## src/rtl/prog_loader.sv

```systemverilog
// Framed byte-stream loader feeding the program ROM write port; holds the core off while a frame is in flight.
// Optional inter-byte timeout is built when PROG_LOADER_TIMEOUT_EN is defined.
module prog_loader #(
  parameter int unsigned ADDR_W         = 15,
  parameter logic [7:0]  SYNC_BYTE      = 8'hA5,
  parameter logic        HOLD_AT_RESET  = 1'b0,
  parameter logic [15:0] TIMEOUT_CYCLES = 16'd50000
) (
  input  logic              clk,
  input  logic              clr_n,
  input  logic [7:0]        in_data,
  input  logic              in_valid,
  output logic              in_ready,
  input  logic              err_clr,
  output logic [7:0]        data,
  output logic [ADDR_W-1:0] write_addr,
  output logic              WE,
  output logic              cpu_hold,
  output logic              done,
  output logic              err_csum,
  output logic              err_timeout
);

  typedef enum logic [2:0] {
    ST_IDLE,
    ST_ADDR_H,
    ST_ADDR_L,
    ST_LEN_H,
    ST_LEN_L,
    ST_PAYLOAD,
    ST_CSUM,
    ST_ERR
  } state_t;

  state_t            state_q, state_d;
  logic [ADDR_W-1:0] base_q;
  logic [15:0]       len_q;
  logic [15:0]       offset_q;
  logic [7:0]        sum_q;
  logic [7:0]        csum_total;
  logic [15:0]       len_full;
  logic              accept;
  logic              is_sync;
  logic              last_byte;
  logic              timeout_hit;

  assign in_ready   = (state_q != ST_ERR);
  assign accept     = in_valid & in_ready;
  assign is_sync    = (in_data == SYNC_BYTE);
  assign csum_total = sum_q + in_data;
  assign len_full   = {len_q[15:8], in_data};
  assign last_byte  = ((offset_q + 16'd1) == len_q);

`ifdef PROG_LOADER_TIMEOUT_EN
  logic        in_frame;
  logic [15:0] stall_cnt;

  assign in_frame    = (state_q != ST_IDLE) && (state_q != ST_ERR);
  // The edge on which the count would reach the limit is the timeout edge itself.
  assign timeout_hit = in_frame && !accept && (stall_cnt == (TIMEOUT_CYCLES - 16'd1));

  always_ff @(posedge clk or negedge clr_n) begin
    if (!clr_n) begin
      stall_cnt <= '0;
    end else if (!in_frame || accept || timeout_hit) begin
      stall_cnt <= '0;
    end else begin
      stall_cnt <= stall_cnt + 16'd1;
    end
  end
`else
  logic unused_timeout_cfg;

  assign unused_timeout_cfg = ^TIMEOUT_CYCLES;
  assign timeout_hit        = 1'b0;
`endif

  always_ff @(posedge clk or negedge clr_n) begin
    if (!clr_n) begin
      state_q <= ST_IDLE;
    end else begin
      state_q <= state_d;
    end
  end

  always_comb begin
    state_d = state_q;
    if (timeout_hit) begin
      state_d = ST_ERR;
    end else begin
      case (state_q)
        ST_IDLE:    if (accept && is_sync) state_d = ST_ADDR_H;
        ST_ADDR_H:  if (accept) state_d = ST_ADDR_L;
        ST_ADDR_L:  if (accept) state_d = ST_LEN_H;
        ST_LEN_H:   if (accept) state_d = ST_LEN_L;
        ST_LEN_L:   if (accept) state_d = (len_full != 16'd0) ? ST_PAYLOAD : ST_CSUM;
        ST_PAYLOAD: if (accept && last_byte) state_d = ST_CSUM;
        ST_CSUM:    if (accept) state_d = (csum_total == 8'h00) ? ST_IDLE : ST_ERR;
        ST_ERR:     if (err_clr) state_d = ST_IDLE;
        default:    state_d = ST_IDLE;
      endcase
    end
  end

  always_ff @(posedge clk or negedge clr_n) begin
    if (!clr_n) begin
      base_q      <= '0;
      len_q       <= '0;
      offset_q    <= '0;
      sum_q       <= '0;
      data        <= '0;
      write_addr  <= '0;
      WE          <= 1'b0;
      done        <= 1'b0;
      err_csum    <= 1'b0;
      err_timeout <= 1'b0;
      cpu_hold    <= HOLD_AT_RESET;
    end else begin
      WE   <= 1'b0;
      done <= 1'b0;

      if (accept) begin
        // Every byte after the sync, the checksum byte included, joins the running sum.
        if (state_q != ST_IDLE) begin
          sum_q <= csum_total;
        end
        case (state_q)
          ST_IDLE: begin
            if (is_sync) begin
              cpu_hold <= 1'b1;
              sum_q    <= '0;
            end
          end
          ST_ADDR_H:  base_q      <= ADDR_W'({in_data, 8'h00});
          ST_ADDR_L:  base_q[7:0] <= in_data;
          ST_LEN_H:   len_q[15:8] <= in_data;
          ST_LEN_L: begin
            len_q[7:0] <= in_data;
            offset_q   <= '0;
          end
          ST_PAYLOAD: begin
            data       <= in_data;
            write_addr <= base_q + ADDR_W'(offset_q);
            WE         <= 1'b1;
            offset_q   <= offset_q + 16'd1;
          end
          ST_CSUM: begin
            if (csum_total == 8'h00) begin
              done     <= 1'b1;
              cpu_hold <= 1'b0;
            end else begin
              err_csum <= 1'b1;
            end
          end
          default: ;
        endcase
      end

      if (timeout_hit) begin
        err_timeout <= 1'b1;
      end

      if ((state_q == ST_ERR) && err_clr) begin
        err_csum    <= 1'b0;
        err_timeout <= 1'b0;
      end
    end
  end

endmodule
```

## config.mk

```make
export PLATFORM = sky130hd
export DESIGN_NAME = prog_loader
export DESIGN_NICKNAME = d
export VERILOG_FILES = /design/src/rtl/prog_loader.sv
export SDC_FILE = /design/constraint.sdc
export NUM_CORES = 1
export LEC_CHECK = 0
export BUFFER_PORTS_ARGS = -buffer_cell sky130_fd_sc_hd__buf_2
export CAP_MARGIN = 20
export CORE_AREA = 2 2 110 112
export CTS_CLUSTER_DIAMETER = 120
export DETAILED_ROUTE_END_ITERATION = 6
export DIE_AREA = 0 0 112 114
export GPL_ROUTABILITY_DRIVEN = 0
export GPL_TIMING_DRIVEN = 0
export PLACE_DENSITY = 0.69
export SKIP_CTS_REPAIR_TIMING = 1
export SKIP_LAST_GASP = 1
export SLEW_MARGIN = 20
export SYNTH_ARGS = -nofsm -noshare
export SYNTH_HDL_FRONTEND = slang
export SYNTH_SLANG_ARGS = --single-unit
```

## constraint.sdc

```tcl
create_clock -name clk -period 2.94 [get_ports clk]
set_input_delay 0.147 -clock clk [delete_from_list [all_inputs] [get_ports clk]]
set_output_delay 0.147 -clock clk [all_outputs]
set_load 0.01 [all_outputs]
```

=== After elaboration in Yosys (flattened, before gate mapping) ===
Index checks and enable logic that the tools add are counted.

* Bitwise operators: 1
* Reduce and logical (&&, ||, !) cells: 21
* Equal/unequal tests: 21
* Multiplexer cells: 28
* $add $sub $neg: 3

{| class="wikitable"
|+ Operators by type and width
! cell !! number
|-
| 16-bit case mux with 2 select lines || 1
|-
| 3-bit two-way mux || 9
|-
| 8-bit two-way mux || 3
|-
| 3-bit case mux with 8 select lines || 1
|-
| 2-bit != test, second input constant || 10
|-
| 16-bit by 1-bit adder with 16-bit output, second input constant || 1
|-
| 16-bit == test || 1
|-
| 8-bit case mux with 2 select lines || 1
|-
| 16-bit nonzero test || 1
|-
| 15-bit adder || 1
|-
| 3-bit == test, second input constant || 4
|-
| 2-bit AND reduction || 6
|-
| 1-bit two-way mux || 11
|-
| 2-bit nonzero test || 5
|-
| 8-bit adder || 1
|-
| 8-bit == test, second input constant || 1
|-
| 8-bit logical NOT || 1
|-
| 8-bit AND reduction || 1
|-
| 3-bit by 2-bit == test with 1-bit output, second input constant || 2
|-
| 4-bit AND reduction || 1
|-
| 3-bit by 1-bit == test with 1-bit output, second input constant || 1
|-
| 1-bit logical AND || 3
|-
| 3-bit logical NOT || 1
|-
| 3-bit != test, second input constant || 1
|-
| 6 further kinds || 6
|}

* Output and inout port bits: 29
* Register bits after elaboration: 85
* Input bits: 12
* Word-level logic and storage cells: 87

=== Longest topological paths before layout ===
* Word-level depth: 6
* Mapped depth: 10
* Gate-level depth less buffers: 10

=== Worst setup path after synthesis ===
Ideal clock, no wire load.

* Kind: register -> register
* Start: register sum_q[0]
* End: register cpu_hold
* Stages on the path, launching flop included: 8
* Arrival time: 2.532 ns
* Slack: 0.264 ns
* Buffers on the path: 0
* Required time: 2.796 ns
* Period minus slack after synthesis: 2.676 ns
* Library setup time: 0.144 ns
* Path through: dfrtp_1 -> ha_1 -> fa_1 -> xor2_1 -> or4_1 -> or4_4 -> o41ai_2 -> o221ai_1

* Cells in the longest elaborated chain, start to end: 4

{| class="wikitable"
|+ Ends and longest elaborated chain
! element !! RTL line !! text
|-
| start, declared || 39 || <nowiki>logic [7:0] sum_q;</nowiki>
|-
| start signal, assigned || 125 || <nowiki>sum_q <= csum_total;</nowiki>
|-
| 8-bit adder || 50 || <nowiki>assign csum_total = sum_q + in_data;</nowiki>
|-
| 8-bit logical NOT || 148 || <nowiki>if (csum_total == 8'h00) begin</nowiki>
|-
| 2-bit != test (no line) || n/a ||
|-
| 4-bit AND reduction (no line) || n/a ||
|-
| end signal, assigned || 117 || <nowiki>cpu_hold <= HOLD_AT_RESET;</nowiki>
|-
| end signal, assigned || 130 || <nowiki>cpu_hold <= 1'b1;</nowiki>
|-
| end signal, assigned || 150 || <nowiki>cpu_hold <= 1'b0;</nowiki>
|-
| end, declared || 18 || <nowiki>output logic cpu_hold,</nowiki>
|}

Every way passes these cells.
A chain may end at the register's enable or synchronous reset.

=== Final worst setup path ===
Same ends and word-level chain as after synthesis.

==> results.rst <==
.. list-table::
   :header-rows: 1

   * - Metric
     - Value
   * - Status
     - finished, final reports clean
   * - Post-CTS clock slew at the launch and capture registers of the worst setup and hold paths
     - 0.06 ns
   * - GRT Overall Usage
     - 20.48%
   * - Wire length per cell
     - 16.87 microns
   * - R2r setup slk
     - 0.10 ns
   * - PnR Total Power
     - 6475 uW
   * - Worst Clk Skew
     - 0.007058 ns
   * - Fmax achieved
     - 0.3524 GHz
   * - Leading area contributor after synthesis
     - dfrtp_1
   * - Drt total wl
     - 12,640 microns
   * - Arrival time reported for the critical path endpoint
     - 3.04 ns
   * - Worst setup path class
     - flop to flop
   * - Post-synthesis net count
     - 583
   * - Placed wire-length estimate
     - 9253 microns
   * - Post-synth top area share
     - 41.41%
   * - Post-synthesis instance total
     - 547
   * - Critical Path, Cell by Cell
     - ha_1, fa_2, xor2_1, or4_1, or4_4, o41ai_2, o221ai_1
   * - Cell depth of the worst hold path
     - 3
   * - Initial DRC count
     - 293
   * - Area of the die
     - 0.01277 sq mm
   * - Detailed-routing iteration count for the pre-antenna-repair pass
     - 4
   * - Buffers and inverters on the worst path
     - 0
   * - Mapped Avg Cell Area
     - 9.390 sq um
   * - Register-to-Register Path Depth
     - 7
   * - Floorplan die width
     - 112 microns
   * - Routed vias
     - 4,243
   * - Clock root buffer
     - clkbuf_16
   * - Type of the most critical hold path
     - primary input to flop
   * - Standard-cell rows
     - 40
   * - Gate family responsible for the most delay along the worst path
     - simple AND/OR/NAND/NOR gates
   * - H-Tree Depth
     - 3
   * - Core outline area
     - 0.01171 sq mm
   * - Count of maximum capacitance violations
     - 0
   * - Startpoint of the worst hold path
     - in_data[7]
   * - Setup TNS Final
     - 0 ns
   * - Dominant cells by area after synthesis
     - dfrtp_1, nand2_1, ha_1
   * - Post-layout net count
     - 634
   * - Leakage component of the power
     - 0.002694 uW
   * - Endpoint, Worst Hold
     - data[7]$_DFFE_PN0P_
   * - CTS tree
     - built
   * - Most frequently used flop master after synthesis
     - dfrtp_1
   * - Post-detailed-route DRC marker count
     - 0
   * - Cell Pwr Density
     - 1104 mW/mm^2
   * - Number of global-route vias before repair
     - 4,111
   * - Most common cell after layout, fill and taps aside
     - dfrtp_1
   * - Final setup violation count
     - 0
   * - Maximum number of buffers from clock root to sink
     - 2
   * - Post-layout utilization of the core
     - 50.07%
   * - Wire length of the first global-routing pass
     - 20,870 microns
   * - Placement-stage worst setup slack
     - 0.05134 ns
   * - Post-layout worst setup margin
     - 0.1021 ns
   * - Worst vdd ir
     - 610.1 uV
   * - Number of storage elements in the synthesis netlist
     - 85
   * - Required time worst endpoint
     - 3.15 ns
   * - R2r endpoint
     - cpu_hold$_DFFE_PN0P_
   * - Element type at the critical path end
     - flop
   * - Setup repair after global routing missed its margin
     - false
   * - Rel. slew slack
     - 48.75%
   * - Critical path fanouts, max
     - 5
   * - Die height
     - 114 microns
   * - Fraction of layout cells with a size suffix above 1
     - 16.11%
   * - Number of enable flip-flop cells after synthesis
     - 0
   * - Worst-skew pair later-pin latency
     - 0.34 ns
   * - Final hold viol count
     - 0
   * - Number of warnings printed during yosys synthesis
     - 0
   * - Number of different library cells in the post-synthesis netlist
     - 59
   * - Initial antenna violation count
     - 0
   * - Layout fillers
     - 1,077
   * - Clock net sink count
     - 85
   * - Worst hold slack
     - 0.1275 ns
   * - Highest cell delay on the worst timing path
     - 0.55 ns
   * - Count of nets left with antenna violations after detail routing
     - 0
   * - Cell with the biggest individual delay on the critical path
     - or4_4
   * - Number of top-level design ports
     - 41
   * - Remaining Overflow, GRT
     - 0
   * - Share of flip-flops with an asynchronous set or reset after synthesis
     - 100.0%
   * - Transition time at the pin with the least slew margin
     - 0.7618 ns
   * - Inserted Clock Buffers
     - 9
   * - Initial standard-cell utilization of the core
     - 43.86%
   * - Number of pins with negative max-slew slack in the final report
     - 0
   * - Post-synth design cell area
     - 0.005136 sq mm
   * - Post-DR vias/cell
     - 5.665
   * - Sequential fraction of the synthesis area
     - 41.41%
   * - Fin crit period
     - 2.838 ns
   * - Area growth from synthesis to final layout
     - 14.18%
   * - Largest net degree at the start of global routing
     - 54
   * - Number of diodes added for antenna fixing
     - 0
   * - Highest-count cells in the layout ignoring fill and taps
     - dfrtp_1, nand2_1, o21ai_0, buf_2, a21oi_1
   * - Number of buffers inserted by port buffering
     - 38
   * - Launch point of the worst reg-to-reg path
     - sum_q[0]$_DFFE_PN0P_
   * - Fin crit share
     - 96.53%
   * - Critical path launch point type
     - flop
cell families after synthesis:
logic type	share of synthesized area, %
multiplexers	6.992
AO/OA/AOI/OAI	16.83
XOR/XNOR	6.407
adder cells (fa/ha/maj)	6.139
AND/OR/NAND/NOR	18.39
other	0.07301
buffers and inverters	3.751
flip-flops	41.41
area by class of cell:
type                    instances  area [sq um]  area share [%]
plain buffers                  30         132.6           2.262
clock buffers                  11         232.7           3.968
clock inverters                 4         73.82           1.259
inverters                      16         60.06           1.024
multi-input cells             416          2824           48.15
flip-flops and latches         85          2127           36.27
well taps                     147         183.9           3.136
repair buffers                 40         230.2           3.926
routing by layer:
metal  vias up  share of wire (%)  global-route usage, %
li1       2072                  -                      -
met1      2070                 45                  26.81
met2        84                 49                  34.51
met3        17                3.8                  3.773
met4         0                1.7                  6.992
met5         -                  0                      0
cells in the mapped netlist (3+ instances only):
cell	count
nor3b_1	4
a31oi_1	6
o31ai_1	4
nor4_1	10
o22ai_1	3
nor2_1	24
clkbuf_1	18
nand3_1	15
xnor2_1	16
buf_4	3
dfrtp_1	85
mux2i_1	10
or4_1	6
o21bai_1	3
nand4_1	5
a211oi_1	9
o21a_1	4
a22o_1	8
ha_1	22
nand2_1	79
o21ai_0	46
and3_1	15
nor3_1	11
inv_1	16
nor2b_1	3
o211ai_1	3
mux2_2	23
xor2_1	19
a21o_1	8
nand2b_1	4
nor4b_1	3
buf_2	6
a21oi_1	25
worst min-delay path, cell delays in order:
cell	delay (ns)
buf_2	0.16
nand2_1	0.07
nand2_1	0.05
how the worst max path moves through the flow:
stage,start,end,slack [ns],cells after the start
after floorplan,sum_q[0]$_DFFE_PN0P_,cpu_hold$_DFFE_PN0P_,0.26,7
after global placement,offset_q[0]$_DFFE_PN0P_,write_addr[12]$_DFFE_PN0P_,0.11,10
after detailed placement,in_data[0],cpu_hold$_DFFE_PN0P_,0.05,8
after CTS,offset_q[0]$_DFFE_PN0P_,write_addr[12]$_DFFE_PN0P_,0.04,10
after global routing,sum_q[0]$_DFFE_PN0P_,cpu_hold$_DFFE_PN0P_,0.009,9
final,sum_q[0]$_DFFE_PN0P_,cpu_hold$_DFFE_PN0P_,0.10,7
per-stage QoR:
| stage | std cells | instance area [sq um] |
|---|---|---|
| floorplan | 547 | 5136 |
| global placement | 732 | 5510 |
| detailed placement | 733 | 5540 |
| CTS | 748 | 5847 |
| global route | 749 | 5864 |
| finish | 749 | 5864 |
where the power goes:
| group | switching, uW | leakage, uW | total [uW] | internal [uW] |
|---|---|---|---|---|
| Combinational | 1830 | 0.00151 | 3230 | 1400 |
| Sequential | 378 | 0.00103 | 2050 | 1670 |
| Clock | 462 | 0.000150 | 1200 | 740 |
| Total | 2670 | 0.00269 | 6480 | 3800 |
flip-flops by register name, summed over array words and instances (netlist names):
register / flops
cpu_hold: 1
WE: 1
write_addr: 15
len_q: 16
sum_q: 8
base_q: 15
state_q: 3
err_csum: 1
done: 1
data: 8
offset_q: 16
No activity file was read; power rests on OpenSTA's default activity.
